--- config.mk ---
export PLATFORM = sky130hd
export DESIGN_NAME = ram_arbiter_flat
export DESIGN_NICKNAME = d
export VERILOG_FILES = /design/src/rtl/ram_arbiter_if.sv /design/src/rtl/ram_arbiter.sv /design/src/flat_wrapper.sv
export SDC_FILE = /design/constraint.sdc
export NUM_CORES = 1
export LEC_CHECK = 0
export BUFFER_PORTS_ARGS = -buffer_cell sky130_fd_sc_hd__buf_2
export CAP_MARGIN = 20
export CORE_AREA = 4 4 96 98
export CTS_CLUSTER_DIAMETER = 50
export CTS_CLUSTER_SIZE = 40
export DETAILED_ROUTE_END_ITERATION = 12
export DIE_AREA = 0 0 100 102
export PLACE_DENSITY_LB_ADDON = 0.3
export SLEW_MARGIN = 20
export SYNTH_ARGS = -nofsm -noshare
export SYNTH_HDL_FRONTEND = slang
export SYNTH_SLANG_ARGS = --single-unit
export TNS_END_PERCENT = 50
--- constraint.sdc ---
create_clock -name clk -period 0.9 [get_ports clk]
set_clock_uncertainty 0.05 [all_clocks]
set_input_delay 0.045 -clock clk [delete_from_list [all_inputs] [get_ports clk]]
set_output_delay 0.045 -clock clk [all_outputs]
set_load 0.05 [all_outputs]
--- src/rtl/ram_arbiter_if.sv ---
// ram_arbiter_if: two requester ports plus the RAM-side bus of the arbiter.
interface ram_arbiter_if #(
    parameter int ADDRESS_WIDTH = 14,
    parameter int DATA_WIDTH    = 32
);
    logic                     p0_req;
    logic [3:0]               p0_we;
    logic [ADDRESS_WIDTH-1:0] p0_addr;
    logic [DATA_WIDTH-1:0]    p0_data;
    logic                     p0_gnt;
    logic                     p0_rvalid;
    logic [DATA_WIDTH-1:0]    p0_q;
    logic                     p1_req;
    logic [3:0]               p1_we;
    logic [ADDRESS_WIDTH-1:0] p1_addr;
    logic [DATA_WIDTH-1:0]    p1_data;
    logic                     p1_gnt;
    logic                     p1_rvalid;
    logic [DATA_WIDTH-1:0]    p1_q;
    logic [3:0]               ram_we;
    logic [ADDRESS_WIDTH-1:0] ram_addr;
    logic [DATA_WIDTH-1:0]    ram_data;
    logic [DATA_WIDTH-1:0]    ram_q;

    modport slave (
        input  p0_req, p0_we, p0_addr, p0_data, p1_req, p1_we, p1_addr, p1_data, ram_q,
        output p0_gnt, p0_rvalid, p0_q, p1_gnt, p1_rvalid, p1_q, ram_we, ram_addr, ram_data
    );
    modport master (
        output p0_req, p0_we, p0_addr, p0_data, p1_req, p1_we, p1_addr, p1_data, ram_q,
        input  p0_gnt, p0_rvalid, p0_q, p1_gnt, p1_rvalid, p1_q, ram_we, ram_addr, ram_data
    );
endinterface

--- src/rtl/ram_arbiter.sv ---
// ram_arbiter: shares one single-port byte-enabled RAM between two requesters.
module ram_arbiter #(
    parameter int ADDRESS_WIDTH  = 14,
    parameter int DATA_WIDTH     = 32,
    parameter int FIXED_PRIORITY = 0
) (
    input logic          clk,
    input logic          rst_n,
    ram_arbiter_if.slave bus
);
    logic                     r_last;
    logic                     r_pend;
    logic                     r_tag;
    logic                     w_g0;
    logic                     w_g1;
    logic                     w_rv0;
    logic                     w_rv1;
    logic [3:0]               w_we;
    logic [ADDRESS_WIDTH-1:0] w_addr;
    logic [DATA_WIDTH-1:0]    w_data;

    // r_last=1 means port 1 was served last, so port 0 wins the next tie
    always_comb begin
        w_g0 = 1'b0;
        w_g1 = 1'b0;
        if (rst_n) begin
            if (bus.p0_req && bus.p1_req) begin
                w_g0 = (FIXED_PRIORITY != 0) || r_last;
                w_g1 = !w_g0;
            end else begin
                w_g0 = bus.p0_req;
                w_g1 = bus.p1_req;
            end
        end
    end

    always_comb begin
        w_we   = w_g1 ? bus.p1_we   : w_g0 ? bus.p0_we   : '0;
        w_addr = w_g1 ? bus.p1_addr : w_g0 ? bus.p0_addr : '0;
        w_data = w_g1 ? bus.p1_data : w_g0 ? bus.p0_data : '0;
    end

    always_ff @(posedge clk) begin
        if (!rst_n) begin
            r_last <= 1'b1;
            r_pend <= 1'b0;
            r_tag  <= 1'b0;
        end else begin
            r_pend <= w_g0 || w_g1;
            if (w_g0 || w_g1) begin
                r_tag  <= w_g1;
                r_last <= w_g1;
            end
        end
    end

    // rst_n gates the response so a reset arriving right after a grant drops it
    assign w_rv0 = r_pend && !r_tag && rst_n;
    assign w_rv1 = r_pend && r_tag && rst_n;

    assign bus.p0_gnt    = w_g0;
    assign bus.p1_gnt    = w_g1;
    assign bus.p0_rvalid = w_rv0;
    assign bus.p1_rvalid = w_rv1;
    assign bus.p0_q      = w_rv0 ? bus.ram_q : '0;
    assign bus.p1_q      = w_rv1 ? bus.ram_q : '0;
    assign bus.ram_we    = w_we;
    assign bus.ram_addr  = w_addr;
    assign bus.ram_data  = w_data;
endmodule

--- src/flat_wrapper.sv ---
// flat-port wrapper written by rule: the top's interface ports become plain ports
module ram_arbiter_flat 
#(
    parameter int ADDRESS_WIDTH  = 14,
    parameter int DATA_WIDTH     = 32,
    parameter int FIXED_PRIORITY = 0
)
  (clk, rst_n, bus_p0_req, bus_p0_we, bus_p0_addr, bus_p0_data, bus_p1_req, bus_p1_we, bus_p1_addr, bus_p1_data, bus_ram_q, bus_p0_gnt, bus_p0_rvalid, bus_p0_q, bus_p1_gnt, bus_p1_rvalid, bus_p1_q, bus_ram_we, bus_ram_addr, bus_ram_data);
  ram_arbiter_if #(.ADDRESS_WIDTH(ADDRESS_WIDTH), .DATA_WIDTH(DATA_WIDTH)) bus_i ();
  input logic clk;
  input logic rst_n;
  input wire logic [$bits(bus_i.p0_req)-1:0] bus_p0_req;
  input wire logic [$bits(bus_i.p0_we)-1:0] bus_p0_we;
  input wire logic [$bits(bus_i.p0_addr)-1:0] bus_p0_addr;
  input wire logic [$bits(bus_i.p0_data)-1:0] bus_p0_data;
  input wire logic [$bits(bus_i.p1_req)-1:0] bus_p1_req;
  input wire logic [$bits(bus_i.p1_we)-1:0] bus_p1_we;
  input wire logic [$bits(bus_i.p1_addr)-1:0] bus_p1_addr;
  input wire logic [$bits(bus_i.p1_data)-1:0] bus_p1_data;
  input wire logic [$bits(bus_i.ram_q)-1:0] bus_ram_q;
  output wire logic [$bits(bus_i.p0_gnt)-1:0] bus_p0_gnt;
  output wire logic [$bits(bus_i.p0_rvalid)-1:0] bus_p0_rvalid;
  output wire logic [$bits(bus_i.p0_q)-1:0] bus_p0_q;
  output wire logic [$bits(bus_i.p1_gnt)-1:0] bus_p1_gnt;
  output wire logic [$bits(bus_i.p1_rvalid)-1:0] bus_p1_rvalid;
  output wire logic [$bits(bus_i.p1_q)-1:0] bus_p1_q;
  output wire logic [$bits(bus_i.ram_we)-1:0] bus_ram_we;
  output wire logic [$bits(bus_i.ram_addr)-1:0] bus_ram_addr;
  output wire logic [$bits(bus_i.ram_data)-1:0] bus_ram_data;
  assign bus_i.p0_req = bus_p0_req;
  assign bus_i.p0_we = bus_p0_we;
  assign bus_i.p0_addr = bus_p0_addr;
  assign bus_i.p0_data = bus_p0_data;
  assign bus_i.p1_req = bus_p1_req;
  assign bus_i.p1_we = bus_p1_we;
  assign bus_i.p1_addr = bus_p1_addr;
  assign bus_i.p1_data = bus_p1_data;
  assign bus_i.ram_q = bus_ram_q;
  assign bus_p0_gnt = bus_i.p0_gnt;
  assign bus_p0_rvalid = bus_i.p0_rvalid;
  assign bus_p0_q = bus_i.p0_q;
  assign bus_p1_gnt = bus_i.p1_gnt;
  assign bus_p1_rvalid = bus_i.p1_rvalid;
  assign bus_p1_q = bus_i.p1_q;
  assign bus_ram_we = bus_i.ram_we;
  assign bus_ram_addr = bus_i.ram_addr;
  assign bus_ram_data = bus_i.ram_data;
  ram_arbiter #(.ADDRESS_WIDTH(ADDRESS_WIDTH), .DATA_WIDTH(DATA_WIDTH), .FIXED_PRIORITY(FIXED_PRIORITY)) u_core (.clk(clk), .rst_n(rst_n), .bus(bus_i));
endmodule
Word level (Yosys, flattened, before mapping)
Cells that the tools add are included.

storage, ports and cells
  bits in registers = 3
  bits in latches = 0
  output and inout bits = 118
  word-level logic and storage cells = 23
  memory bits (writable) = 0
  input port bits = 136
  memories = 0
  memory bits (read-only) = 0

cells by class
  reduce and logical (&&, ||, !) cells = 8
  shift-type cells = 0
  div/mod/pow operators = 0
  eq/ne operators = 0
  mux-type cells = 12
  bitwise logic cells = 0
  add/sub/neg operators = 0
  order comparisons = 0
  multiply operators = 0

operator list
  cell               number
  32-bit 2-to-1 mux  4
  14-bit 2-to-1 mux  2
  4-bit 2-to-1 mux   2
  1-bit logical AND  5
  1-bit 2-to-1 mux   4
  1-bit logical NOT  2
  1-bit logical OR   1

Longest topological paths before layout
Gate-level depths: netlist of the first run.

  depth in word-level cells = 5
  mapped depth = 5
  mapped depth without buffers = 3

Worst setup path after synthesis of the first run
OpenSTA, ideal clock, no wires.

  path type = register to output
  from = register u_core.r_last
  to = output port bus_ram_addr[0]
  stages on the path, launching flop included = 5
  path slack = -0.628 ns
  arrival time = 1.433 ns
  path buffers = 1
  required time = 0.805 ns
  path through = dfxtp_1 nand2_1 nand2_1 buf_2 o22ai_1

on the way
  cells in the longest elaborated chain, start to end = 4
  elaborated cells on any way between the ends = 7
  those cells by class = 6 x mux; 1 x reduce/logical

RTL lines
  element                                                line                                  text
  start: declaration                                     ram_arbiter.sv:11                     logic r_last;
  start signal: assignment                               ram_arbiter.sv:52                     r_last <= w_g1;
  1-bit 2-to-1 mux or 1-bit logical NOT (tied branches)  ram_arbiter.sv:27, ram_arbiter.sv:29
  1-bit 2-to-1 mux (on tied branches)                    ram_arbiter.sv:26, ram_arbiter.sv:27
  14-bit 2-to-1 mux or 1-bit 2-to-1 mux (tied branches)  ram_arbiter.sv:39, ram_arbiter.sv:26
  14-bit 2-to-1 mux *                                    ram_arbiter.sv:39                     w_addr = w_g1 ? bus.p1_addr : w_g0 ? bus.p0_addr : '0;
  end: declaration                                       flat_wrapper.sv:28                    output wire logic [$bits(bus_i.ram_addr)-1:0] bus_ram_addr;

Mark *: on every way between the ends. The rest lies on a longest branch, timed or not.

Final worst setup path of the first run
  from = register u_core.r_last
  to = output port bus_ram_data[1]

on the way
  cells in the longest elaborated chain, start to end = 4
  elaborated cells on any way between the ends = 7
  those cells by class = 6 x mux; 1 x reduce/logical

RTL lines
  element                                                line                                  text
  1-bit 2-to-1 mux or 1-bit logical NOT (tied branches)  ram_arbiter.sv:27, ram_arbiter.sv:29
  1-bit 2-to-1 mux (on tied branches)                    ram_arbiter.sv:26, ram_arbiter.sv:27
  32-bit 2-to-1 mux or 1-bit 2-to-1 mux (tied branches)  ram_arbiter.sv:40, ram_arbiter.sv:26
  32-bit 2-to-1 mux *                                    ram_arbiter.sv:40                     w_data = w_g1 ? bus.p1_data : w_g0 ? bus.p0_data : '0;
  end: declaration                                       flat_wrapper.sv:29                    output wire logic [$bits(bus_i.ram_data)-1:0] bus_ram_data;

Marked as above.

==> results_dict.tcl, run 1 <==
set metrics [dict create \
    gp_congestion 0.798 \
    slowest_delay_ns 0.33 \
    grt_pass1_vias 3276 \
    outcome "finished with violations" \
    wl_um 10500 \
    slew_viol_final 0 \
    grt_usage 0.187 \
    min_path_type "in2reg" \
    syn_nets 434 \
    vdd_ir_drop_max_v 0.000386 \
    synthFlopType "dfxtp_1" \
    clockRootBuffer "clkbuf_8" \
    maxCapViolCount 0 \
    dieArea_um2 10200 \
    fp.coreArea_um2 8470 \
    timing_worst_setup_path_type "reg2out" \
    syn_avg_cell_area_um2 4.58 \
    start_util 0.161 \
    dieWidth_um 100 \
    max_slew.worst_pin.slew_ns 0.247 \
    power_mw 3.97 \
    synthDistinctLibCells 14 \
    cts_made_buffers 3 \
    hold_violations 0 \
    pwr-share-clk 0.102 \
    rsz0062_at_grt "yes" \
    final_common_cell "buf_2" \
    clk_pin_slew_worst_paths_ns 0.04 \
    worst_slack_ns -0.551 \
    fin_crit_sh 1.61 \
    final-setup-viol-count 119 \
    power_frac_comb 0.858 \
    synth_edf_count 0 \
    fp-row-count 34 \
    endpoint_kind "output port" \
    async_reset_ff_frac 0 \
    vias 3157 \
    cp_max_fo 7 \
    violations "setup timing" \
    grt_max_degree 41 \
    multi_input_area_um2 2250 \
    max_slew_margin 0.835 \
    clockBufferDepth 2 \
    fin_tns_setup_ns -55.24 \
    crit_buf_inv 3 \
    power.internal_mw 1.88 \
    critPathArrivalTime_ns 1.36 \
    htree_levels 1 \
    path_cells "o21ai_4 -> clkbuf_16 -> buf_12 -> o22ai_4 -> buf_6" \
    die_y_um 102 \
    start_kind "register" \
    clock.fmax_ghz 0.689 \
    grt_pass1_wl_um 15800 \
    num_antenna_cells 0 \
    yosysSeqAreaShare 0.0440 \
    p_seq_frac 0.040 \
    postRouteAntennaNets 0 \
    clkLatencyLatePin_ns 0.22 \
    yosysWarningCount 0 \
    io_buffers 253 \
    overflow 0 \
    holdBufCountCts 0 \
    fill_cells 650 \
    cp_top_family "buffers and inverters" \
    hpwl_um 7690 \
    syn_to_final_growth_pct 297 \
    power_density_nw_per_um2 733 \
    cts.sinks 3 \
    nets 717 \
    cp_slowest_cell "dfxtp_2" \
    seq_area_um2 68.8 \
    synthCells 298 \
    switching_share 0.527 \
    wl_per_cell_um 15.2 \
    drive_gt1_frac 0.759 \
    first_pass_iters 4 \
    power.switching_mw 2.09 \
    cts_tree "yes" \
    layout.cells.most_common_list "134 x buf_2, 133 x nand2_1, 110 x buf_6" \
    leakage_nw 2.34 \
    antenna_found_initial 0 \
    synth.cell_area_um2 1370 \
    drt_first_iter_violations 77 \
    drc 0 \
    io_pins 254 \
    fin_crit_ns 1.45 \
    via_per_inst 4.59 \
    worst_ep_required_time_ns 0.81 \
    synth-seq-cells 3 \
]
power groups by stage:
stage	clock, mW	sequential, mW	combinational (mW)
floorplan	0	0.152	1.99
global placement	0	0.156	2.76
detailed placement	0	0.157	2.80
CTS	0.409	0.157	3.30
global route	0.424	0.161	3.58
finish	0.405	0.160	3.41
state kept, by name, indices dropped and copies added (netlist names):
| name | flops |
|---|---|
| u_core.r_pend | 1 |
| u_core.r_last | 1 |
| u_core.r_tag | 1 |
worst paths after layout:
| path | start | slack (ns) | cells after the start | endpoint |
|---|---|---|---|---|
| min reg2reg | u_core.r_last | 0.50 | 2 | u_core.r_last |
| max | u_core.r_last | -0.55 | 5 | bus_ram_data[1] |
| min | bus_p0_req | 0.08 | 3 | u_core.r_pend |
| max reg2reg | u_core.r_last | -0.09 | 4 | u_core.r_tag |
layout make-up:
type | count | share of cell area
Sequential cell | 3 | 0.0127
Clock buffer | 4 | 0.00832
Tap cell | 108 | 0.0249
Inverter | 2 | 0.00139
Multi-Input combinational cell | 262 | 0.415
Timing Repair Buffer | 309 | 0.538
metrics by stage:
step,instance area (um2),setup slack (ns),util,std cells,hold slack (ns)
after floorplan,2460,-0.351,-,298,0.111
after global placement,4150,-0.369,0.490,673,0.295
after detailed placement,4150,-0.399,0.490,673,0.300
after CTS,5200,-0.573,0.615,681,0.0806
after global routing,5420,-0.606,0.640,688,0.123
final,5420,-0.551,0.640,688,0.0780
logic make-up after synthesis:
logic type	synth area share
simple gates	0.576
buf+inv	0.137
flops	0.0440
compound gates	0.243
timing repair:
item,4_1_cts,5_1_grt
gates resized for setup,271,29
pin swaps,21,10
buffers inserted,0,3
gates cloned,4,4
endpoints found under the setup margin,119,119
synth_stat cells, types with 2 or more instances:
cell type  count  share of area
dfxtp_1        3          0.044
buf_4         10          0.055
o22ai_1       50           0.23
nor2_1        70           0.19
buf_2         18          0.066
nand2_1      136           0.37
clkbuf_1       3         0.0082
nand2b_1       2         0.0092
layer usage:
layer	track usage	vias to the layer above	wire length (um)
met1	0.201	1430	3540
met4	0.0528	0	201
met5	0	-	0
met2	0.370	168	5750
met3	0.0334	16	977
li1	-	1543	-
worst register-to-register path, stage by stage, from the launching register on:
cell and delay (ns):
dfxtp_2 0.33, nand2_2 0.16, nand2_4 0.12, buf_6 0.14
a21oi_1 0.12
No activity file was read; power rests on OpenSTA's default activity.
==> run 2: changes to the inputs <==
Settings changed: CTS_BUF_LIST from default to sky130_fd_sc_hd__clkbuf_4 sky130_fd_sc_hd__clkbuf_8, SKIP_LAST_GASP from default to 1.
==> run 2 against run 1 <==
The run still ends with setup timing left. Combinational power decreased by 5%. Clock-buffer cell count stayed put. Power down 3.8%. First-iteration DRC count shrank 32%. Global-route usage fell by 1.0 points. Non-clock buffer count decreased by 4. Routed wire length is 6.3% lower. Utilization is 5.4 points lower. Cell count decreased by 0.73%. Final area down 8.4%. Critical path type unchanged.
==> results_dict.tcl, run 2 (synthesis gave the netlist of run 1 again) <==
set metrics [dict create \
    syn_to_final_growth_pct 263 \
    dpl_cell_area_um2 4150 \
    overflow 0 \
    first_pass_iters 4 \
    fp-row-count 34 \
    crit_buf_inv 2 \
    final-setup-viol-count 119 \
    cp_slowest_cell "dfxtp_4" \
    holdBufCountCts 0 \
    slowest_delay_ns 0.35 \
    maxCapViolCount 0 \
    drc 0 \
    rsz0062_at_grt "yes" \
    grt_max_degree 41 \
    fin_tns_setup_ns -56.19 \
    timing_worst_setup_path_type "reg2out" \
    outcome "finished with violations" \
    clockRootBuffer "clkbuf_8" \
    via_per_inst 4.53 \
    worst_slack_ns -0.575 \
    violations "setup timing" \
    rr_worst_depth 4 \
    fin_area_um2 4960 \
    layout.cells.most_common_list "179 x buf_2, 133 x nand2_1, 71 x buf_6" \
    io_buffers 253 \
    clock.fmax_ghz 0.678 \
    fin_crit_ns 1.47 \
    drt_first_iter_violations 52 \
    wl_um 9810 \
    rr_startpoint "u_core.r_last" \
    start_kind "register" \
    worst_ep_required_time_ns 0.81 \
    cts_tree "yes" \
    htree_levels 1 \
    postLayoutCoreUtil 0.586 \
    slew_viol_final 0 \
    fin_crit_sh 1.64 \
    clk_pin_slew_worst_paths_ns 0.03 \
    cp_top_family "buffers and inverters" \
    gp_congestion 0.798 \
    leakage_nw 2.27 \
    critPathArrivalTime_ns 1.38 \
    cp.depth 4 \
    cts_made_buffers 3 \
    reg2reg_slack_ns -0.07 \
    hpwl_um 7690 \
    die_y_um 102 \
    vias 3097 \
    dieArea_um2 10200 \
    wl_per_cell_um 14.4 \
    grt_pass1_vias 3166 \
    multi_input_area_um2 2190 \
    cts.sinks 3 \
    power_density_nw_per_um2 770 \
    num_antenna_cells 0 \
    max_slew_margin 0.827 \
    fp.coreArea_um2 8470 \
    antenna_found_initial 0 \
    startpoint "u_core.r_tag" \
    path_cells "nand2b_4 -> clkbuf_16 -> nor2_4 -> buf_2" \
    drive_gt1_frac 0.758 \
    max_slew.worst_pin.slew_ns 0.262 \
    reg2reg_to "u_core.r_tag" \
    fill_cells 748 \
    cp-endpoint "bus_p0_q[10]" \
    postRouteAntennaNets 0 \
    grt_pass1_wl_um 15000 \
    final_common_cell "buf_2" \
    dp_slack_ns -0.399 \
    clkLatencyLatePin_ns 0.22 \
    reg.largest.list "u_core.r_last x1, u_core.r_pend x1, u_core.r_tag x1" \
    nets 712 \
    hold_violations 0 \
    clockBufferDepth 2 \
    vdd_ir_drop_max_v 0.000409 \
    dieWidth_um 100 \
    io_pins 254 \
    start_util 0.161 \
    grt_usage 0.176 \
    min_path_type "in2reg" \
    endpoint_kind "output port" \
    cp_max_fo 7 \
    seq_area_um2 68.8 \
]
==> run 2: layer usage <==
metal | up-vias | GRT usage | share of wire
met4 | 0 | 0.0466 | 0.020
met1 | 1376 | 0.196 | 0.33
met2 | 167 | 0.344 | 0.54
li1 | 1538 | - | -
met5 | - | 0 | 0
met3 | 16 | 0.0321 | 0.11
==> run 2: worst min-delay path, stage by stage <==
cell	delay (ns)
buf_2	0.14
nor2_1	0.05
nor2_1	0.07
==> run 2: where the power goes <==
group | total, mW | leakage (nW) | internal [mW] | switching [mW]
Sequential | 0.155 | 0.0259 | 0.143 | 0.0128
Clock | 0.426 | 0.0262 | 0.333 | 0.0938
Combinational | 3.24 | 2.22 | 1.32 | 1.92
==> run 2: what timing repair did <==
item,CTS,global route
setup endpoints to repair,119,119
buffers inserted,0,1
resized for setup,142,54
gates cloned,4,1
pin swaps,6,7
==> run 2: area by class of cell <==
| type | count | share of cell area |
|---|---|---|
| inverter | 2 | 0.00151 |
| sequential | 3 | 0.0139 |
| clock buffer | 4 | 0.00984 |
| tap | 108 | 0.0272 |
| multi-input combinational | 261 | 0.442 |
| timing repair buffer | 305 | 0.506 |
==> run 2: per-stage QoR <==
step / std cells / total power [mW] / hold WS [ns]
CTS: 681 / 3.76 / 0.0797
global placement: 673 / 2.92 / 0.295
floorplan: 298 / 2.14 / 0.111
finish: 683 / 3.82 / 0.0825
global route: 683 / 4.01 / 0.123
detailed placement: 673 / 2.95 / 0.300
==> run 2: worst min-delay path by stage <==
stage,end,from,slack (ns),depth (start not counted)
after floorplan,u_core.r_pend,bus_p0_req,0.11,2
after global placement,u_core.r_pend,bus_p0_req,0.30,3
after detailed placement,u_core.r_pend,bus_p0_req,0.30,3
after CTS,u_core.r_pend,bus_p0_req,0.08,3
after global routing,u_core.r_pend,bus_p0_req,0.12,3
final,u_core.r_pend,bus_p0_req,0.08,3
==> run 3: changes to the inputs <==
Clock period 0.9 ns to 1.52 ns, I/O delays scaled along.
==> run 3 against run 2 <==
The run now ends clean. First-iteration DRC count increased by 9.6%. Critical path depth unchanged. Clock power decreased by 42%. Sequential cell count unchanged. Die area unchanged. Largest cell class unchanged. Critical path type unchanged. Final area decreased by 43%. Register-to-register slack improved by 0.56 ns. Clock-buffer cell count unchanged. Sequential share of layout area increased by 0.73 points.
==> results_dict.tcl, run 3 (synthesis gave the netlist of run 1 again) <==
set metrics [dict create \
    max_slew.worst_pin.slew_ns 0.335 \
    reg.largest.list "u_core.r_last x1, u_core.r_pend x1, u_core.r_tag x1" \
    grt_pass1_wl_um 11100 \
    wl_um 7840 \
    postLayoutCoreUtil 0.334 \
    holdWs_ns 0.116 \
    die_y_um 102 \
    drt_first_iter_violations 57 \
    first_pass_iters 4 \
    worst_ep_required_time_ns 1.39 \
    grt_pass1_vias 2369 \
    dieArea_um2 10200 \
    max_slew_margin 0.777 \
    critPathArrivalTime_ns 1.39 \
    grt_usage 0.129 \
    min_path_type "in2reg" \
    htree_levels 1 \
    cp_max_fo 25 \
    drc 0 \
    grt_max_degree 64 \
    clockRootBuffer "clkbuf_8" \
    antenna_found_initial 0 \
    fin_crit_ns 1.52 \
    power_frac_comb 0.779 \
    rsz0062_at_grt "yes" \
    clkLatencyLatePin_ns 0.21 \
    switching_share 0.576 \
    outcome "finished clean" \
    leakage_nw 1.74 \
    final-setup-viol-count 0 \
    gp_congestion 0.799 \
    endpoint_kind "output port" \
    hpwl_um 6230 \
    power_mw 1.52 \
    postCtsSetupBuffers 0 \
    nets 669 \
    start_kind "register" \
    fin_tns_setup_ns 0 \
    overflow 0 \
    clock.fmax_ghz 0.658 \
    fp.coreArea_um2 8470 \
    hold_violations 0 \
    fin_area_um2 2830 \
    dpl_cell_area_um2 2720 \
    power.switching_mw 0.874 \
    dieWidth_um 100 \
    fp-row-count 34 \
    clockBufferDepth 2 \
    layout.cells.most_common_list "226 x buf_2, 135 x nand2_1, 70 x nor2_1" \
    start_util 0.161 \
    maxCapViolCount 0 \
    holdBufCountCts 0 \
    p_seq_frac 0.059 \
    dp_slack_ns 0.211 \
    final_common_cell "buf_2" \
    postRouteAntennaNets 0 \
    pwr-share-clk 0.163 \
    vias 2802 \
    worst_slack_ns 0.000520 \
    syn_to_final_growth_pct 107 \
    io_pins 254 \
    drive_gt1_frac 0.506 \
    fin_cells 640 \
    num_antenna_cells 0 \
    cts_made_buffers 3 \
    power.internal_mw 0.645 \
    timing_worst_setup_path_type "reg2out" \
    vdd_ir_drop_max_v 0.000234 \
    slew_viol_final 0 \
    fin_crit_sh 1.00 \
    via_per_inst 4.38 \
    power_density_nw_per_um2 537 \
    io_buffers 253 \
    clk_pin_slew_worst_paths_ns 0.03 \
    dp_cells 636 \
    cts.sinks 3 \
    wl_per_cell_um 12.3 \
    cts_tree "yes" \
]
==> run 3: worst paths after layout <==
check                                    from  slack, ns  cells after the start                to
worst min register to register   u_core.r_tag       0.43                      2      u_core.r_tag
worst max register to register  u_core.r_last       0.49                      4      u_core.r_tag
worst min-delay path               bus_p1_req       0.12                      3     u_core.r_pend
worst max-delay path            u_core.r_last     0.0005                      4  bus_ram_data[17]
==> run 3: layout make-up <==
class                           instances  area (um2)
Inverter                                2        7.51
Multi-Input combinational cell        261        1130
Sequential cell                         3        60.1
Timing Repair Buffer                  262        1450
Fill cell                             966        5640
Tap cell                              108         135
Clock buffer                            4        48.8
==> run 3: power groups by stage <==
stage | Combinational [mW] | Sequential, mW | Clock, mW
after CTS | 1.17 | 0.0892 | 0.255
after global routing | 1.26 | 0.0895 | 0.268
final | 1.18 | 0.0892 | 0.247
after global placement | 1.15 | 0.0900 | 0
after floorplan | 0.803 | 0.0888 | 0
after detailed placement | 1.16 | 0.0901 | 0
==> run 3: critical path, cell delays in order (launching register included) <==
cell	delay, ns
dfxtp_1	0.38
o21ai_4	0.07
buf_4	0.22
o22ai_1	0.26
buf_4	0.24
==> run 3: timing repair <==
item	in CTS	in global routing
resized for setup	1	32
setup endpoints to repair	1	51
cloned	0	0
==> run 3: per-layer routing <==
metal | track usage | part of all wire
met1 | 0.142 | 0.36
met2 | 0.257 | 0.53
met3 | 0.0341 | 0.11
met4 | 0.0104 | 0
met5 | 0 | 0
